File: config.mk
export PLATFORM = sky130hd
export DESIGN_NAME = add_acc_sched
export DESIGN_NICKNAME = d
export VERILOG_FILES = /design/src/rtl/float12_pkg.sv /design/src/rtl/lat_token_pipe.sv /design/src/rtl/add_acc_sched.sv
export SDC_FILE = /design/constraint.sdc
export NUM_CORES = 1
export LEC_CHECK = 0
export ABC_AREA = 1
export BUFFER_PORTS_ARGS = -buffer_cell sky130_fd_sc_hd__buf_2
export CORE_ASPECT_RATIO = 1.75
export CORE_MARGIN = 8
export CORE_UTILIZATION = 55
export DETAILED_ROUTE_END_ITERATION = 7
export GPL_ROUTABILITY_DRIVEN = 0
export PLACE_DENSITY_LB_ADDON = 0.3
export SYNTH_ARGS = -nofsm -noshare
export SYNTH_HDL_FRONTEND = slang
export SYNTH_SLANG_ARGS = --single-unit
File: constraint.sdc
create_clock -name clk_i -period 2.45 [get_ports clk_i]
set_input_delay 0.49 -clock clk_i [delete_from_list [all_inputs] [get_ports clk_i]]
set_output_delay 0.49 -clock clk_i [all_outputs]
set_load 0.02 [all_outputs]
File: src/rtl/float12_pkg.sv
// Shared 12-bit float format constants and sequencer state encoding.
package float12_pkg;

    localparam int FP_W         = 12;
    localparam int EXP_W        = 5;
    localparam int MAN_W        = 6;
    localparam int EXP_BIAS     = 15;
    localparam int ADD_EN12_LAT = 5;

    typedef enum logic [1:0] {
        IDLE   = 2'd0,
        ACCUM  = 2'd1,
        REDUCE = 2'd2,
        DONE   = 2'd3
    } state_t;

endpackage

File: src/rtl/lat_token_pipe.sv
// Token shift register that tracks which adder pipeline slots carry live data.
module lat_token_pipe #(
    parameter int LAT = 5
) (
    input  logic clk_i,
    input  logic rst_n_i,
    input  logic token_i,
    output logic live_o
);

    logic [LAT-1:0] pipe;

    always_ff @(posedge clk_i or negedge rst_n_i) begin
        if (!rst_n_i) begin
            pipe <= '0;
        end else begin
            pipe <= (pipe << 1) | LAT'(token_i);
        end
    end

    assign live_o = pipe[LAT-1];

endmodule

File: src/rtl/add_acc_sched.sv
// Reduces a stream of 12-bit floats to one sum through a shared external
// adder, interleaving partial sums to hide the adder latency.
//
// state  | meaning
// IDLE   | waiting for start_i; adder idle
// ACCUM  | accepting elements, folding them into in-flight partial sums
// REDUCE | pairwise combining the remaining partial sums
// DONE   | publish result (optionally ReLU-clamped) and pulse done_o
module add_acc_sched
    import float12_pkg::*;
#(
    parameter int ADD_LAT = ADD_EN12_LAT,
    parameter int CNT_W   = 10
) (
    input  logic             clk_i,
    input  logic             rst_n_i,
    input  logic             start_i,
    input  logic [CNT_W-1:0] count_i,
    input  logic             relu_i,
    output logic             busy_o,
    input  logic [FP_W-1:0]  data_i,
    input  logic             valid_i,
    output logic             ready_o,
    output logic [FP_W-1:0]  sum_o,
    output logic             done_o,
    output logic             add_en_o,
    output logic [FP_W-1:0]  data_1_o,
    output logic [FP_W-1:0]  data_2_o,
    input  logic [FP_W-1:0]  data_sum_i
);

    localparam int LIVE_W = $clog2(ADD_LAT + 1);

    state_t            state;
    logic [CNT_W-1:0]  n_lat;
    logic [CNT_W-1:0]  elem_cnt;
    logic              relu_lat;
    logic [FP_W-1:0]   hold;
    logic              hold_full;
    logic [FP_W-1:0]   result;
    logic [LIVE_W-1:0] live_cnt;
    logic              live_out;
    logic              token;
    logic              accept;
    logic              last_elem;
    logic [FP_W-1:0]   fb;

    lat_token_pipe #(.LAT(ADD_LAT)) u_live_pipe (
        .clk_i   (clk_i),
        .rst_n_i (rst_n_i),
        .token_i (token),
        .live_o  (live_out)
    );

    assign ready_o   = (state == ACCUM);
    assign busy_o    = (state != IDLE);
    assign accept    = ready_o & valid_i;
    assign fb        = live_out ? data_sum_i : '0;
    assign last_elem = (elem_cnt == n_lat - CNT_W'(1));

    always_comb begin
        add_en_o = 1'b0;
        data_1_o = '0;
        data_2_o = '0;
        token    = 1'b0;
        case (state)
            ACCUM: begin
                token = accept | live_out;
                if (accept) begin
                    data_1_o = data_i;
                    if (live_out) begin
                        data_2_o = fb;
                        add_en_o = 1'b1;
                    end
                end else begin
                    data_1_o = fb;
                end
            end
            REDUCE: begin
                if (live_out && live_cnt != LIVE_W'(1) && hold_full) begin
                    data_1_o = hold;
                    data_2_o = fb;
                    add_en_o = 1'b1;
                    token    = 1'b1;
                end
            end
            default: ;
        endcase
    end

    // live_cnt counts partial sums in flight plus the one parked in hold;
    // it tracks real merges so stalls that fold elements early stay correct.
    always_ff @(posedge clk_i or negedge rst_n_i) begin
        if (!rst_n_i) begin
            state     <= IDLE;
            n_lat     <= '0;
            elem_cnt  <= '0;
            relu_lat  <= 1'b0;
            hold      <= '0;
            hold_full <= 1'b0;
            result    <= '0;
            live_cnt  <= '0;
            sum_o     <= '0;
            done_o    <= 1'b0;
        end else begin
            done_o <= 1'b0;
            case (state)
                IDLE: begin
                    if (start_i) begin
                        n_lat     <= count_i;
                        relu_lat  <= relu_i;
                        elem_cnt  <= '0;
                        hold_full <= 1'b0;
                        live_cnt  <= '0;
                        if (count_i == '0) begin
                            result <= '0;
                            state  <= DONE;
                        end else begin
                            state <= ACCUM;
                        end
                    end
                end
                ACCUM: begin
                    if (accept) begin
                        elem_cnt <= elem_cnt + CNT_W'(1);
                        if (!live_out) live_cnt <= live_cnt + LIVE_W'(1);
                        if (last_elem) state <= REDUCE;
                    end
                end
                REDUCE: begin
                    if (live_out) begin
                        if (live_cnt == LIVE_W'(1)) begin
                            result <= fb;
                            state  <= DONE;
                        end else if (!hold_full) begin
                            hold      <= fb;
                            hold_full <= 1'b1;
                        end else begin
                            hold_full <= 1'b0;
                            live_cnt  <= live_cnt - LIVE_W'(1);
                        end
                    end
                end
                DONE: begin
                    sum_o  <= (relu_lat & result[FP_W-1]) ? '0 : result;
                    done_o <= 1'b1;
                    state  <= IDLE;
                end
                default: state <= IDLE;
            endcase
        end
    end

endmodule

Yosys cells after proc, flatten, opt, wreduce, memory -nomap -nowiden
Cells that the tools add are included.

storage, ports and cells
  input bits = 39
  flip-flop bits (word level) = 69
  logic and storage cells = 93
  output and inout port bits = 40

operators by class
  reduce and logical (&&, ||, !) cells = 15
  multiplexer cells = 42
  bitwise operators = 6
  add/sub/neg operators = 4
  equality and inequality tests = 15

operators with widths
  cell                                                                   number
  12-bit two-way mux                                                     11
  12-bit case mux with 2 select lines                                    3
  10-bit two-way mux                                                     2
  10-bit case mux with 2 select lines                                    1
  3-bit two-way mux                                                      6
  2-bit two-way mux                                                      6
  2-bit != test, second input constant                                   6
  10-bit by 1-bit adder with 10-bit output, second input constant        1
  10-bit equality test                                                   1
  10-bit zero test                                                       1
  5-bit AND reduction                                                    2
  10-bit by 1-bit subtractor with 10-bit output, second input constant   1
  3-bit case mux with 3 select lines                                     1
  1-bit two-way mux                                                      8
  2-bit case mux with 4 select lines                                     1
  4-bit AND reduction                                                    2
  7-bit AND reduction                                                    1
  2-bit by 1-bit != test with 1-bit output, second input constant        3
  1-bit case mux with 2 select lines                                     3
  2-bit nonzero test                                                     3
  5-bit by 1-bit bitwise OR with 5-bit output                            1
  2-bit equality test, second input constant                             2
  3-bit by 1-bit adder with 3-bit output, second input constant          1
  3-bit by 1-bit equality test with 1-bit output, second input constant  1
  11 further kinds                                                       14

Depth between registers and ports, before layout
Gate-level depths: netlist (run 1).

  word-level depth = 6
  gate-level depth with buffers = 15
  depth with buffers taken out = 15

Hierarchy
From an unflattened synthesis (run 1), not the netlist that was laid out.

second synthesis, totals
  cells, all modules = 508
  area, all modules = 3847.4 µm²

by module, submodules not included
  module          times used  cells an instance  seq. area each (µm²)  area an instance (µm²)
  add_acc_sched   1           503                1601.5                3722.3
  lat_token_pipe  1           5                  125.1                 125.1

Worst setup path before layout (run 1)
No wires, ideal clock.

  kind = register to output
  start point = reg state[1]
  end point = out data_1_o[11]
  stages on the path, launching flop included = 9
  setup slack = 0.100 ns
  path buffers = 2
  required time = 1.960 ns
  data arrival time = 1.860 ns
  path through = dfrtp_1 > inv_1 > ha_1 > buf_6 > nand2_1 > inv_1 > clkbuf_1 > a22oi_1 > a21oi_1

between the ends
  cells in the longest elaborated chain, start to end = 4
  elaborated cells between the ends (all ways) = 5
  those cells by class = eq/ne (2); mux (2); bitwise (1)

ends and longest elaborated chain
  element                                             line                  source
  start: declaration                                  add_acc_sched.sv:34   state_t state;
  start signal: assignment                            add_acc_sched.sv:95   state <= IDLE;
  start signal: assignment                            add_acc_sched.sv:117  state <= DONE;
  start signal: assignment                            add_acc_sched.sv:119  state <= ACCUM;
  2-bit by 1-bit equality test with 1-bit output (*)  add_acc_sched.sv:55   assign ready_o = (state == ACCUM);
  via ready_o                                         add_acc_sched.sv:23   output logic ready_o,
  1-bit bitwise AND                                   add_acc_sched.sv:57   assign accept = ready_o & valid_i;
  12-bit two-way mux                                  add_acc_sched.sv:69   if (accept) begin
  12-bit case mux with 2 select lines (*)             add_acc_sched.sv:66   case (state)
  end: declaration                                    add_acc_sched.sv:27   output logic [FP_W-1:0] data_1_o,

The timed path passes the listed nets; every way through them passes the cells marked *.

Worst setup path in the final report (run 1)
  start point = reg live_cnt[1]
  end point = out data_2_o[10]

between the ends
  cells in the longest elaborated chain, start to end = 5

ends and longest elaborated chain
  element                                   line                  source
  start: declaration                        add_acc_sched.sv:41   logic [LIVE_W-1:0] live_cnt;
  start signal: assignment                  add_acc_sched.sv:126  if (!live_out) live_cnt <= live_cnt + LIVE_W'(1);
  start signal: assignment                  add_acc_sched.sv:140  live_cnt <= live_cnt - LIVE_W'(1);
  3-bit by 1-bit != test with 1-bit output  add_acc_sched.sv:80   if (live_out && live_cnt != LIVE_W'(1) && hold_full) begin
  1-bit logical AND (2 in a row)            add_acc_sched.sv:80
  12-bit two-way mux                        add_acc_sched.sv:80
  12-bit case mux with 2 select lines       add_acc_sched.sv:66
  end: declaration                          add_acc_sched.sv:28   output logic [FP_W-1:0] data_2_o,

No other way between the ends.

==> results of run 1 <==
[kinds of logic after synthesis]
logic type	Yosys count
and+or+nand+nor	245
adders and majority gates	9
xor gates and xnor gates	10
AOI/OAI and AO/OA	81
buffers and inverters	97
DFF	69
[per-layer routing]
layer | vias up | part of all wire [%] | global-route usage, %
met3 | 39 | 5.8 | 5.799
met5 | - | 0 | 0
li1 | 1804 | - | -
met4 | 0 | 4.6 | 13.83
met2 | 156 | 52 | 37.34
met1 | 1723 | 38 | 22.40
[layout make-up]
cell class	count	share of cell area, %
Clock buffer	10	4.827
Clock inverter	6	1.846
Inverter	77	6.384
Multi-Input combinational cell	345	37.35
Sequential cell	69	36.40
Tap cell	84	2.216
Timing Repair Buffer	89	10.50
Timing Repair inverter	3	0.4748
[synthesized netlist by cell type, drive strengths merged]
cell type | instances | share of area, %
nor3b | 1 | 0.20
nor3 | 11 | 2.1
a211oi | 1 | 0.33
o211ai | 1 | 0.20
and3 | 1 | 0.16
ha | 9 | 2.9
a31oi | 6 | 0.98
nor2 | 36 | 3.7
o2111ai | 1 | 0.23
buf | 7 | 1.1
clkbuf | 13 | 1.3
clkinv | 1 | 0.098
nand3b | 2 | 0.39
or2 | 1 | 0.16
dfrtp | 69 | 45
xnor2 | 3 | 0.68
nand3 | 28 | 3.9
o21ai | 50 | 6.6
a21oi | 15 | 2.2
nand4 | 18 | 2.9
inv | 76 | 7.4
nand2 | 147 | 14
xor2 | 7 | 1.6
a22oi | 6 | 1.2
o31ai | 1 | 0.20
[where the power goes]
group          leakage (nW)  total, mW  internal, mW  switching [mW]
combinational          1.47       2.01         0.657            1.36
sequential            0.898       1.66          1.42           0.239
clock                 0.156       1.38         0.890           0.487
[how the worst max path moves through the flow]
stage / from / end / slack, ns / cells past startpoint
2_1_floorplan: state[1] / data_1_o[11] / 0.10 / 8
3_3_place_gp: live_cnt[0] / data_2_o[3] / 0.30 / 8
3_5_place_dp: live_cnt[1] / data_2_o[1] / 0.25 / 9
4_1_cts: live_cnt[1] / data_1_o[5] / -0.006 / 9
5_1_grt: live_cnt[1] / data_2_o[10] / -0.08 / 9
6_report: live_cnt[1] / data_2_o[10] / 0.02 / 9
[placed cells by master, fill, tap and decap left out, types with 4 or more instances in the layout]
| cell type | Yosys | layout |
|---|---|---|
| nand2_1 | 146 | 140 |
| buf_2 | 6 | 73 |
| inv_1 | 73 | 69 |
| dfrtp_1 | 69 | 69 |
| o21ai_0 | 45 | 45 |
| nor2_1 | 35 | 34 |
| nand3_1 | 26 | 26 |
| nand4_1 | 18 | 18 |
| buf_4 | 0 | 15 |
| a21oi_1 | 14 | 14 |
| clkbuf_16 | 0 | 9 |
| xor2_1 | 7 | 7 |
| ha_1 | 9 | 7 |
| clkinvlp_4 | 0 | 6 |
| a22oi_1 | 6 | 6 |
| a31oi_1 | 6 | 6 |
| nor3_1 | 6 | 6 |
| nor3_2 | 5 | 5 |
| nand2_2 | 1 | 4 |
| o21ai_1 | 4 | 4 |
[sequential cells by signal, summed over array words and instances, names as in the netlist]
signal and flops:
sum_o 12, n_lat 10, hold 12, done_o 1, elem_cnt 10, result 12
relu_lat 1, u_live_pipe.pipe 5, state 2, live_cnt 3, hold_full 1
[metrics by stage]
step | worst slack, ns | util (%) | instances | instance area (µm²)
floorplan | 0.1003 | - | 511 | 3841
global placement | 0.2986 | 63.44 | 661 | 4318
detailed placement | 0.2533 | 63.44 | 661 | 4318
CTS | -0.005646 | 68.57 | 680 | 4667
global route | -0.07632 | 69.69 | 683 | 4743
finish | 0.01873 | 69.69 | 683 | 4743
[what timing repair did]
item | in CTS | in global routing
cloned | 1 | 2
resized for setup | 5 | 19
hold buffers | 0 | 0
endpoints found under the setup margin | 24 | 24
buffers inserted | 2 | 1
pin swaps | 0 | 0
==> impl_metrics.py, run 1 <==
metrics = {
    "worst_setup_path": {
        "critPathTopFamily": "simple AND/OR/NAND/NOR gates",
        "endpoint_kind": "primary output",
        "cp.arrival_ns": 1.94,
        "rr_worst_depth": 10,
        "max_stage_delay_ns": 0.35,
        "critPathMostFrequentCell": "nand2_2",
        "r2r_slack_ns": 0.29,
        "rr_endpoint": "live_cnt[0]",
        "cp_max_fo": 13,
        "timing.rr.start": "state[0]",
        "cp.required_ns": 1.96,
        "crit_chain": "inv_1, ha_1, nand2_2, and3_1, nand2_2, nand2_2, nand2_4, nor2_1, buf_4",
        "crit_type": "reg2out",
        "cpMaxStageDelayCell": "dfrtp_1",
        "start_kind": "flop",
        "worst-path-buf-inv": 2,
    },
    "sta": {
        "holdWs_ns": 0.1590,
        "fin_crit_sh_pct": 99.24,
        "max_slew_margin_pct": 51.98,
        "finalSetupViolations": 0,
        "finalSetupTns_ns": 0,
        "finalMaxSlewViolations": 0,
        "worst_pin_slew_ns": 0.7203,
        "skew_ns": 0.003775,
        "hold_viol": 0,
        "rsz0062_at_grt": "true",
        "max_freq_mhz": 411.3,
        "period_minus_slack_ns": 2.431,
    },
    "detailed_routing": {
        "first_pass_iters": 5,
        "ant_nets": 0,
        "drt-vias-per-instance": 5.449,
        "num_vias": 3722,
        "drt_iter0_drc": 284,
        "drt_wl_total_um": 10690,
        "wl_per_cell_um": 15.64,
        "drc": 0,
    },
    "global_route": {
        "grt_max_degree": 70,
        "antenna_found_initial": 0,
        "grt_pass1_wl_um": 17230,
        "grt_pass1_vias": 3848,
        "grt.overflow.total": 0,
        "grt_usage_pct": 21.72,
    },
    "floorplanning": {
        "die_h_um": 126.6,
        "dieArea_mm2": 0.01002,
        "dieWidth_um": 79.18,
        "rows": 40,
        "core_region_area_mm2": 0.006807,
        "ios": 79,
        "start_util_pct": 56.43,
    },
    "status": {
        "outcome": "complete, no violations",
    },
    "synthesis": {
        "synthXorXnorAreaFrac_pct": 2.280,
        "synthMuxAreaShare_pct": 0,
        "ys.warnings.count": 0,
        "synth_simple_gate_area_share_pct": 27.98,
        "synth_area_per_cell_um2": 7.517,
        "synth_cells": 511,
        "synthAdderAreaFrac_pct": 2.932,
        "post_synth_num_cell_types": 35,
        "synth_top_family_by_area": "simple AND/OR/NAND/NOR gates",
        "postSynthNetCount": 559,
        "synth.yosys.seq_area_share_pct": 44.95,
        "synth_compound_gate_area_share_pct": 11.95,
        "ys_seq_elements": 69,
        "syn-cell-area_mm2": 0.003841,
    },
    "min_path": {
        "hp-class": "in2async",
    },
    "placement": {
        "dp_hpwl_um": 7775,
        "port_buffers": 78,
    },
    "clock_network": {
        "cts_buffers": 9,
        "clock_latency_ns": 0.34,
        "root_buffer": "clkbuf_16",
        "cts_sinks": 69,
        "clk_pin_slew_ns": 0.05,
        "clock_path_buffers": 2,
        "h-tree-depth": 3,
        "cts_tree": "built",
    },
    "finish": {
        "ff_latch_area_mm2": 0.001727,
        "fill_cells": 567,
        "syn_to_final_growth_pct": 23.49,
        "drive_gt1_share_pct": 22.54,
        "n_antenna_cell": 0,
        "nNetsFinal": 642,
        "multi_input_area_mm2": 0.001772,
    },
    "job": {
        "drv_cap": 0,
    },
    "power": {
        "totalPowerFinal_mw": 5.050,
        "power.density_mw_per_mm2": 1065,
        "ir_drop_mv": 0.6362,
        "leakage_nw": 2.526,
    },
}
Note: power is estimated with default switching activity, not from simulation.
==> run 2, diff against run 1 <==
CORE_MARGIN = 2   (was 8)
==> run 2 against run 1 <==
Against the previous run: critical path type unchanged; total power rose by 0.67%; worst hold slack got worse by 0.0073 ns; register-to-register slack improved by 0.03 ns; clock power barely moved; largest cell class unchanged; sequential share of layout area barely moved; first-iteration DRC count fell by 4.6%; combinational power barely moved; final cell count rose by 0.29%; sequential power barely moved; setup slack improved by 0.0037 ns; utilization barely moved; highest routed layer unchanged; global-route usage rose by 6.2 points; largest power group unchanged.
==> impl_metrics.py, run 2 (same netlist as run 1, synthesis figures left out) <==
metrics = {
    "floorplanning": {
        "ios": 79,
        "die_h_um": 114.6,
        "dieArea_mm2": 0.007695,
        "dieWidth_um": 67.18,
        "rows": 40,
        "start_util_pct": 56.43,
        "core_region_area_mm2": 0.006807,
    },
    "worst_setup_path": {
        "timing.rr.start": "state[0]",
        "endpoint_kind": "primary output",
        "crit_start": "state[1]",
        "crit_type": "reg2out",
        "r2r_slack_ns": 0.32,
        "rr_endpoint": "live_cnt[0]",
        "start_kind": "flop",
        "cp_max_fo": 8,
        "cp.arrival_ns": 1.94,
        "rr_worst_depth": 9,
        "cp.required_ns": 1.96,
    },
    "clock_network": {
        "root_buffer": "clkbuf_16",
        "clock_latency_ns": 0.33,
        "cts_buffers": 9,
        "clock_path_buffers": 2,
        "cts_tree": "built",
        "hold_buffers": 0,
        "cts_sinks": 69,
        "clk_pin_slew_ns": 0.06,
        "h-tree-depth": 3,
    },
    "sta": {
        "finalSetupTns_ns": 0,
        "skew_ns": 0.005158,
        "max_freq_mhz": 411.9,
        "worst_pin_slew_ns": 0.7349,
        "finalMaxSlewViolations": 0,
        "hold_viol": 0,
        "max_slew_margin_pct": 51.01,
        "fin_crit_sh_pct": 99.08,
        "finalSetupViolations": 0,
        "period_minus_slack_ns": 2.428,
    },
    "finish": {
        "reg.largest.list": "hold x12, result x12, sum_o x12",
        "fill_cells": 551,
        "syn_to_final_growth_pct": 23.55,
        "layout_commonest_cell": "nand2_1",
        "nNetsFinal": 644,
        "design_area_mm2": 0.004746,
        "n_antenna_cell": 0,
        "multi_input_area_mm2": 0.001762,
        "mostFrequentLayoutCells": "140 x nand2_1, 77 x buf_2, 69 x inv_1, 69 x dfrtp_1, 45 x o21ai_0",
        "ff_latch_area_mm2": 0.001727,
        "drive_gt1_share_pct": 22.80,
    },
    "global_route": {
        "grt_pass1_wl_um": 16190,
        "grt_pass1_vias": 3603,
        "grt.overflow.total": 0,
        "antenna_found_initial": 0,
        "grt_usage_pct": 27.97,
        "grt_max_degree": 47,
    },
    "detailed_routing": {
        "num_vias": 3717,
        "wl_per_cell_um": 14.75,
        "drt_iter0_drc": 271,
        "drt_wl_total_um": 10100,
        "drt-vias-per-instance": 5.426,
        "drc": 0,
        "first_pass_iters": 5,
        "ant_nets": 0,
    },
    "placement": {
        "place_area_mm2": 0.004303,
        "dp_hpwl_um": 7294,
        "port_buffers": 78,
    },
    "power": {
        "power.density_mw_per_mm2": 1071,
        "ir_drop_mv": 0.7257,
        "leakage_nw": 2.515,
    },
    "status": {
        "outcome": "complete, no violations",
    },
    "min_path": {
        "hp-class": "in2async",
    },
    "job": {
        "drv_cap": 0,
    },
}
## run 2: critical path, cell delays in order (launching register included)
cell        delay (ns)
dfrtp_1           0.40
inv_1             0.09
ha_2              0.44
clkinvlp_4        0.12
buf_4             0.18
a31oi_1           0.18
buf_2             0.20
## run 2: timing repair
| item | CTS | global route |
|---|---|---|
| cloned | 0 | 3 |
| pin swaps | 0 | 1 |
| endpoints found under the hold margin | 0 | 0 |
| setup buffers | 0 | 7 |
| setup endpoints to repair | 24 | 36 |
| gates resized for setup | 4 | 14 |
## run 2: worst max-delay path by stage
stage | depth (start not counted) | endpoint | slack [ns]
3_3_place_gp | 9 | result[7] | 0.15
5_1_grt | 9 | data_2_o[7] | -0.02
3_5_place_dp | 9 | result[10] | 0.04
6_report | 6 | data_1_o[0] | 0.02
2_1_floorplan | 8 | data_1_o[11] | 0.10
4_1_cts | 7 | data_1_o[10] | 0.01
## run 2: per-layer routing
layer | GRT usage, % | wire length [µm] | up-vias | share of wire (%)
met1 | 29.53 | 3625 | 1698 | 36
met5 | 0 | 0 | - | 0
met2 | 50.03 | 5451 | 170 | 54
met4 | 14.69 | 442 | 0 | 4.4
li1 | - | - | 1810 | -
met3 | 6.096 | 582 | 39 | 5.8
## run 2: metrics by stage
stage / utilization, % / hold slack, ns / power (mW) / setup WS, ns / cells
floorplan: - / 0.1944 / 2.987 / 0.1003 / 511
global placement: 63.22 / 0.3326 / 3.431 / 0.1470 / 659
detailed placement: 63.22 / 0.3363 / 3.488 / 0.04471 / 659
CTS: 68.16 / 0.1572 / 4.916 / 0.01332 / 675
global route: 69.72 / 0.2007 / 5.425 / -0.01995 / 685
finish: 69.72 / 0.1517 / 5.084 / 0.02243 / 685
## run 2: power by group
group	switching, mW	total [mW]	internal (mW)	leakage, nW
clock network	0.477	1.40	0.920	0.152
registers	0.247	1.67	1.42	0.898
logic	1.34	2.02	0.682	1.47
total	2.06	5.08	3.02	2.52
## run 2: cell type report
| type | count | share of cell area, % |
|---|---|---|
| flip-flops and latches | 69 | 36.38 |
| repair buffers | 91 | 10.60 |
| multi-input cells | 345 | 37.12 |
| clock inverters | 5 | 1.766 |
| clock buffers | 11 | 5.115 |
| inverters | 77 | 6.380 |
| well taps | 84 | 2.215 |
| repair inverters | 3 | 0.4218 |
